$ cat src/rtl/f1_reaction_if.sv
// Signal bundle between the user inputs / light top and the F1 reaction controller.
// The master modport is the driving side, the slave modport is the controller.
interface f1_reaction_if #(
  parameter int W = 16
);
  logic         start;
  logic         react;
  logic         tick;
  logic [7:0]   lights;
  logic         trigger;
  logic         busy;
  logic [W-1:0] result;
  logic         valid;
  logic         foul;
  logic         timeout;
  logic [W-1:0] best;

  modport master (
    output start, react, tick, lights,
    input  trigger, busy, result, valid, foul, timeout, best
  );

  modport slave (
    input  start, react, tick, lights,
    output trigger, busy, result, valid, foul, timeout, best
  );
endinterface

$ cat src/rtl/f1_reaction_ctrl.sv
// F1 starting-light sequencer: launches the light bar, times lights-out to the
// reaction press, flags jump starts and timeouts, and keeps the best time.
//
// state  | meaning
// IDLE   | waiting for first start edge after reset
// ARM    | one-cycle launch pulse to the light top
// SEQ    | lights filling; waiting for all-on
// HOLD   | all lights on; waiting for lights-out
// TIMING | counting ticks until reaction or timeout
// DONE   | result held until next start edge
// FOUL   | jump start held until next start edge
module f1_reaction_ctrl #(
  parameter int W     = 16,
  parameter int MAX_T = 9999
) (
  input logic          clk,
  input logic          rst,
  f1_reaction_if.slave bus
);
  typedef enum logic [2:0] {
    IDLE, ARM, SEQ, HOLD, TIMING, DONE, FOUL
  } state_t;

  localparam logic [W-1:0] MAX_C  = W'(MAX_T);
  localparam logic [W-1:0] LAST_C = W'(MAX_T - 1);

  state_t       state;
  logic         start_q, react_q;
  logic [W-1:0] count;
  logic         trigger_r, busy_r, valid_r, foul_r, timeout_r;
  logic [W-1:0] result_r, best_r;

  logic start_rise, react_rise;
  assign start_rise = bus.start & ~start_q;
  assign react_rise = bus.react & ~react_q;

  always_ff @(posedge clk or negedge rst) begin
    if (!rst) begin
      state     <= IDLE;
      start_q   <= 1'b0;
      react_q   <= 1'b0;
      count     <= '0;
      trigger_r <= 1'b0;
      busy_r    <= 1'b0;
      valid_r   <= 1'b0;
      foul_r    <= 1'b0;
      timeout_r <= 1'b0;
      result_r  <= '0;
      best_r    <= '1;
    end else begin
      start_q   <= bus.start;
      react_q   <= bus.react;
      trigger_r <= 1'b0;
      valid_r   <= 1'b0;
      case (state)
        IDLE, DONE, FOUL: begin
          if (start_rise) begin
            state     <= ARM;
            trigger_r <= 1'b1;
            busy_r    <= 1'b1;
            foul_r    <= 1'b0;
            timeout_r <= 1'b0;
          end
        end
        ARM: state <= SEQ;
        SEQ: begin
          // a press during the light sequence beats any light match
          if (react_rise) begin
            state  <= FOUL;
            foul_r <= 1'b1;
            busy_r <= 1'b0;
          end else if (bus.lights == 8'hFF) begin
            state <= HOLD;
          end
        end
        HOLD: begin
          if (react_rise) begin
            state  <= FOUL;
            foul_r <= 1'b1;
            busy_r <= 1'b0;
          end else if (bus.lights == 8'h00) begin
            state <= TIMING;
            count <= '0;
          end
        end
        TIMING: begin
          if (react_rise) begin
            state     <= DONE;
            result_r  <= count;
            valid_r   <= 1'b1;
            timeout_r <= 1'b0;
            busy_r    <= 1'b0;
            if (count < best_r) best_r <= count;
          end else if (bus.tick && count == LAST_C) begin
            state     <= DONE;
            result_r  <= MAX_C;
            valid_r   <= 1'b1;
            timeout_r <= 1'b1;
            busy_r    <= 1'b0;
          end else if (bus.tick) begin
            count <= count + 1'b1;
          end
        end
        default: state <= IDLE;
      endcase
    end
  end

  assign bus.trigger = trigger_r;
  assign bus.busy    = busy_r;
  assign bus.valid   = valid_r;
  assign bus.foul    = foul_r;
  assign bus.timeout = timeout_r;
  assign bus.result  = result_r;
  assign bus.best    = best_r;
endmodule

$ cat src/flat_wrapper.sv
// flat-port wrapper written by rule: the top's interface ports become plain ports
module f1_reaction_ctrl_flat 
#(
  parameter int W     = 16,
  parameter int MAX_T = 9999
)
  (clk, rst, bus_start, bus_react, bus_tick, bus_lights, bus_trigger, bus_busy, bus_result, bus_valid, bus_foul, bus_timeout, bus_best);
  f1_reaction_if #(.W(W)) bus_i ();
  input logic clk;
  input logic rst;
  input wire logic [$bits(bus_i.start)-1:0] bus_start;
  input wire logic [$bits(bus_i.react)-1:0] bus_react;
  input wire logic [$bits(bus_i.tick)-1:0] bus_tick;
  input wire logic [$bits(bus_i.lights)-1:0] bus_lights;
  output wire logic [$bits(bus_i.trigger)-1:0] bus_trigger;
  output wire logic [$bits(bus_i.busy)-1:0] bus_busy;
  output wire logic [$bits(bus_i.result)-1:0] bus_result;
  output wire logic [$bits(bus_i.valid)-1:0] bus_valid;
  output wire logic [$bits(bus_i.foul)-1:0] bus_foul;
  output wire logic [$bits(bus_i.timeout)-1:0] bus_timeout;
  output wire logic [$bits(bus_i.best)-1:0] bus_best;
  assign bus_i.start = bus_start;
  assign bus_i.react = bus_react;
  assign bus_i.tick = bus_tick;
  assign bus_i.lights = bus_lights;
  assign bus_trigger = bus_i.trigger;
  assign bus_busy = bus_i.busy;
  assign bus_result = bus_i.result;
  assign bus_valid = bus_i.valid;
  assign bus_foul = bus_i.foul;
  assign bus_timeout = bus_i.timeout;
  assign bus_best = bus_i.best;
  f1_reaction_ctrl #(.W(W), .MAX_T(MAX_T)) u_core (.clk(clk), .rst(rst), .bus(bus_i));
endmodule
$ cat config.mk
export PLATFORM = sky130hd
export DESIGN_NAME = f1_reaction_ctrl_flat
export DESIGN_NICKNAME = d
export VERILOG_FILES = /design/src/rtl/f1_reaction_if.sv /design/src/rtl/f1_reaction_ctrl.sv /design/src/flat_wrapper.sv
export SDC_FILE = /design/constraint.sdc
export NUM_CORES = 1
export LEC_CHECK = 0
export ABC_CLOCK_PERIOD_IN_PS = 2250
export BUFFER_PORTS_ARGS = -buffer_cell sky130_fd_sc_hd__buf_2
export CAP_MARGIN = 40
export CORE_UTILIZATION = 25
export DETAILED_ROUTE_END_ITERATION = 10
export GPL_TIMING_DRIVEN = 0
export PLACE_DENSITY = 0.51
export SKIP_CTS_REPAIR_TIMING = 1
export SLEW_MARGIN = 10
export SYNTH_ARGS = -nofsm -noshare
export SYNTH_HDL_FRONTEND = slang
export SYNTH_SLANG_ARGS = --single-unit
$ cat constraint.sdc
create_clock -name clk -period 2.25 [get_ports clk]
set_input_delay 0.225 -clock clk [delete_from_list [all_inputs] [get_ports clk]]
set_output_delay 0.225 -clock clk [all_outputs]
set_load 0.02 [all_outputs]
# After elaboration in Yosys (flattened, before gate mapping)
# Cells that the tools add are included.
# word_totals
regBits	58
input_bits	13
out_inout_bits	37
# classes
add_sub_neg	1
n_lt_le_gt_ge	1
n_eq_ne	18
muxes	32
bitwise	4
n_reduce_logical	17
# ops
operator	n
2-to-1 mux 16 bit	7
one-hot mux 16 bit (2 select lines)	1
2-to-1 mux 3 bit	7
adder 16 x 1 -> 16 bit (second input constant)	1
equality test 16 x 14 -> 1 bit (second input constant)	1
< comparator 16 bit	1
one-hot mux 3 bit (5 select lines)	1
2-to-1 mux 1 bit	13
equality test 3 bit (second input constant)	3
!= test 3 x 1 -> 1 bit (second input constant)	3
AND reduction 3 bit	3
equality test 8 bit (second input constant)	1
zero test 8 bit	1
!= test 2 bit (second input constant)	4
AND reduction 4 bit	2
nonzero test 2 bit	4
equality test 3 x 2 -> 1 bit (second input constant)	2
!= test 2 x 1 -> 1 bit (second input constant)	3
AND reduction 6 bit	1
one-hot mux 1 bit (2 select lines)	2
equality test 3 x 1 -> 1 bit (second input constant)	1
zero test 3 bit	1
one-hot mux 1 bit (3 select lines)	1
nonzero test 3 bit	1
other kinds (6)	8

# Longest topological paths before layout
# depth
ltp_word	5
depth_mapped	8
depth_no_buf	8

# Worst setup path after synthesis
# No wires, ideal clock.
# synth_timing
path_kind	register -> register
from	reg u_core.best_r[15], in the netlist u_core.bus.best[15]
to	reg u_core.best_r[0], in the netlist u_core.bus.best[0]
setup_ps	82
arrival_ps	2282
t_required_ps	2168
setup_slack_ps	-114
stages_incl_launch_ff	9
n_path_buf	1
synth_period_minus_slack_ps	2364
path_cell_list	dfstp_2 -> inv_1 -> ha_1 -> nand4_1 -> nor4_1 -> o221ai_1 -> o211ai_4 -> buf_6 -> mux2_4
# synth_between
elab_chain_cells	2
# synth_rtl
element	line_no	rtl
start: declaration	f1_reaction_ctrl.sv:31	logic [W-1:0] result_r, best_r;
start signal: assignment	f1_reaction_ctrl.sv:93	if (count < best_r) best_r <= count;
< comparator 16 bit	f1_reaction_ctrl.sv:93	
AND reduction 3 bit (no source line)	n/a	
# No other way between the ends.
# A chain may end at the register's enable or synchronous reset.

# Worst setup path after layout
# layout_timing
from	reg u_core.best_r[14], in the netlist u_core.bus.best[14]
to	reg u_core.best_r[2], in the netlist u_core.bus.best[2]
# The elaborated chain is that of the path after synthesis.

==> flow_metrics.env <==
export IMPL_synth_top_family_by_area="simple AND/OR/NAND/NOR gates"
export IMPL_grt_setup_unrepaired="yes"
export IMPL_hold_viol=34
export IMPL_peakVddDrop_mv=0.4507
export IMPL_drt_wl_total_um=8822
export IMPL_io_pins=50
export IMPL_cts_buffers_inserted=9
export IMPL_dr_wl_met3_um=424
export IMPL_first_pass_iters=5
export IMPL_wire_per_inst_um=15.67
export IMPL_route_detailed_drc=0
export IMPL_grt_max_degree=59
export IMPL_synthCells=315
export IMPL_final_net_count=416
export IMPL_core_area_mm2=0.01262
export IMPL_syn_area_per_cell_um2=10.26
export IMPL_clock_latency_ps=320
export IMPL_pwr_density_cell_mw_per_mm2=1064
export IMPL_synth_top_area_share_pct=32.53
export IMPL_fp_dieW_um=115.7
export IMPL_period_share_pct=107.0
export IMPL_cap_violations=0
export IMPL_dp_slack_ps=-448.6
export IMPL_synth_main_ff_cell="dfrtp_1"
export IMPL_antenna_found_initial=0
export IMPL_grt_overflow_total=0
export IMPL_violations="hold timing, setup timing"
export IMPL_tritoncts="built"
export IMPL_gp_congestion=0.8467
export IMPL_synth_edff_count=0
export IMPL_worst_path_max_delay_cell="dfstp_2"
export IMPL_synth_fa_ha_area_share_pct=6.584
export IMPL_highest_layer="met4"
export IMPL_end_kind="register"
export IMPL_setup_viol=16
export IMPL_final_fill_count=1314
export IMPL_async_reset_ff_share_pct=100.0
export IMPL_clk_pin_slew_ps=50
export IMPL_cts_root_buf="clkbuf_16"
export IMPL_required_ps=2500
export IMPL_synth_net_count=345
export IMPL_cp_slowest_stage_delay_ps=550
export IMPL_worst_pin_slew_ps=762.8
export IMPL_num_rows=41
export IMPL_multi_input_area_mm2=0.001749
export IMPL_path_class="register to register"
export IMPL_layout_drive_gt1_share_pct=36.83
export IMPL_grt_pass1_vias=2612
export IMPL_crit_chain="inv_2 > ha_4 > nand4_1 > nor4_4 > o221ai_2 > o211ai_4 > clkbuf_16 > mux2_4"
export IMPL_grt_pass1_wl_um=13760
export IMPL_grt_use_total_pct=13.68
export IMPL_antenna_left=0
export IMPL_crit_buf_inv=2
export IMPL_outcome="finished with violations"
export IMPL_fin_crit_ps=2407
export IMPL_start_util_pct=25.60
export IMPL_dr_wl_met2_um=4357
export IMPL_die_height_um=115.7
export IMPL_wl_met1_um=3940
export IMPL_syn2layout_area_growth_pct=32.57
export IMPL_synth_largest_area_cell="dfrtp_1"
export IMPL_yosysWarnings=0
export IMPL_synth_simple_gate_area_share_pct=19.79
export IMPL_vias=2753
export IMPL_place_hpwl_um=6008
export IMPL_yosys_register_bits=58
export IMPL_path_delay_family="simple AND/OR/NAND/NOR gates"
export IMPL_cts_buffer_depth=2
export IMPL_hold_class="primary input to asynchronous set/reset pin"
export IMPL_synth_area_mm2=0.003231
export IMPL_holdWs_ps=-35.94
export IMPL_synth_compound_area_share_pct=16.00
export IMPL_power_uw=4557
export IMPL_crit_path_max_fanout=5
export IMPL_dieArea_mm2=0.01338
export IMPL_diodes=0
export IMPL_synthDistinctLibCells=56
export IMPL_finalClockSkew_ps=5.820
export IMPL_fmax_mhz=415.5
export IMPL_max_slew_margin_rel_pct=49.15
export IMPL_arrival_ps=2650
export IMPL_p_leak_uw=0.001905
export IMPL_tns_ps=-1735
export IMPL_synth_seq_area_share_pct=45.55
export IMPL_clock_sinks=58
export IMPL_drtIter0Drc=208
export IMPL_ys_top_cells_by_area="dfrtp_1, dfstp_2, ha_1"
export IMPL_fin_util_pct=33.94
export IMPL_maxSlewViolCount=0
export IMPL_muxShareOfSynthArea_pct=6.933
export IMPL_viasPerCell=4.890
export IMPL_port_buffers=49
export IMPL_crit_path_start_kind="register"
export IMPL_regArea_mm2=0.001473
export IMPL_synthXorXnorAreaFrac_pct=0.2711
export IMPL_h_tree_depth=3
export IMPL_fin_ws_ps=-156.5
-- cell type report --
type	instances	area share [%]
Timing Repair inverter	1	0.1169
Clock inverter	5	1.811
Sequential cell	58	34.38
Buffer	14	1.840
Clock buffer	11	5.668
Tap cell	172	5.025
Inverter	23	2.103
Multi-Input combinational cell	219	40.84
Timing Repair Buffer	60	8.209
-- metrics by stage --
stage / cell area (um^2) / std cells
finish: 4283 / 563
global route: 4283 / 563
CTS: 4016 / 552
detailed placement: 3696 / 536
global placement: 3694 / 536
floorplan: 3233 / 315
-- Yosys cell counts (8+ instances only) --
master / n
a21oi_1: 12
a22o_1: 8
clkbuf_1: 8
dfrtp_1: 42
dfstp_2: 16
ha_1: 17
inv_1: 22
nand2_1: 28
nand3_1: 20
nor2_1: 14
nor3_1: 10
-- layout by cell type, fill, tap and decap left out, types with 3 or more instances in the layout --
cell,synthesis,final
ha_1,17,11
nand3_1,20,20
nor2_1,14,12
ha_4,0,6
nor3_1,10,10
or4_1,7,7
inv_2,0,4
dfrtp_1,42,41
nand2_1,28,28
clkbuf_1,8,6
o21ai_0,7,6
dfstp_2,16,16
buf_2,6,54
o31ai_1,7,7
nor4b_1,3,3
mux2i_1,4,4
or3_1,4,4
nor4_1,4,3
clkbuf_16,0,10
inv_1,22,18
o211ai_1,6,6
a22o_1,8,8
a21oi_1,12,11
and3_1,3,3
mux2_4,7,11
mux2_2,7,3
o21a_1,3,3
nand4_1,7,7
o22a_1,7,7
buf_4,0,10
-- flip-flops by register name (all words and copies together), names as in the netlist --
register,count
u_core.bus.trigger,1
u_core.bus.valid,1
u_core.bus.timeout,1
u_core.react_q,1
u_core.bus.result,16
u_core.bus.best,16
u_core.start_q,1
u_core.bus.busy,1
u_core.bus.foul,1
u_core.state,3
u_core.count,16
-- power breakdown --
part / switching (uW) / internal [uW]
Sequential: 185 / 1330
Clock: 473 / 995
Combinational: 950 / 622
-- logic make-up (layout without fill, tap and decap cells) --
group	Yosys count	after routing
AO/OA/AOI/OAI	67	67
XOR/XNOR	1	1
adder cells (fa/ha/maj)	17	17
buffers and inverters	38	114
flip-flops	58	58
multiplexers	18	18
AND/OR/NAND/NOR	116	116
-- per-layer routing --
| layer | vias to the layer above | GRT usage (%) |
|---|---|---|
| li1 | 1317 | - |
| met1 | 1354 | 17.73 |
| met2 | 71 | 21.40 |
| met3 | 11 | 3.609 |
| met4 | 0 | 6.154 |
| met5 | - | 0 |
-- final timing paths --
path	cells past startpoint	slack, ps	startpoint	endpoint
worst max-delay path	8	-160	u_core.bus.best[14]$_DFFE_PN1P_	u_core.bus.best[2]$_DFFE_PN1P_
worst min-delay path	1	-40	rst	u_core.start_q$_DFF_PN0_
worst max register to register	8	-160	u_core.bus.best[14]$_DFFE_PN1P_	u_core.bus.best[2]$_DFFE_PN1P_
worst min register to register	1	480	u_core.start_q$_DFF_PN0_	u_core.bus.trigger$_DFF_PN0_
max in group asynchronous	1	1730	rst	u_core.count[14]$_DFFE_PN0P_
min in group clk	1	30	bus_react	u_core.react_q$_DFF_PN0_
(Power assumes the default switching activity.)
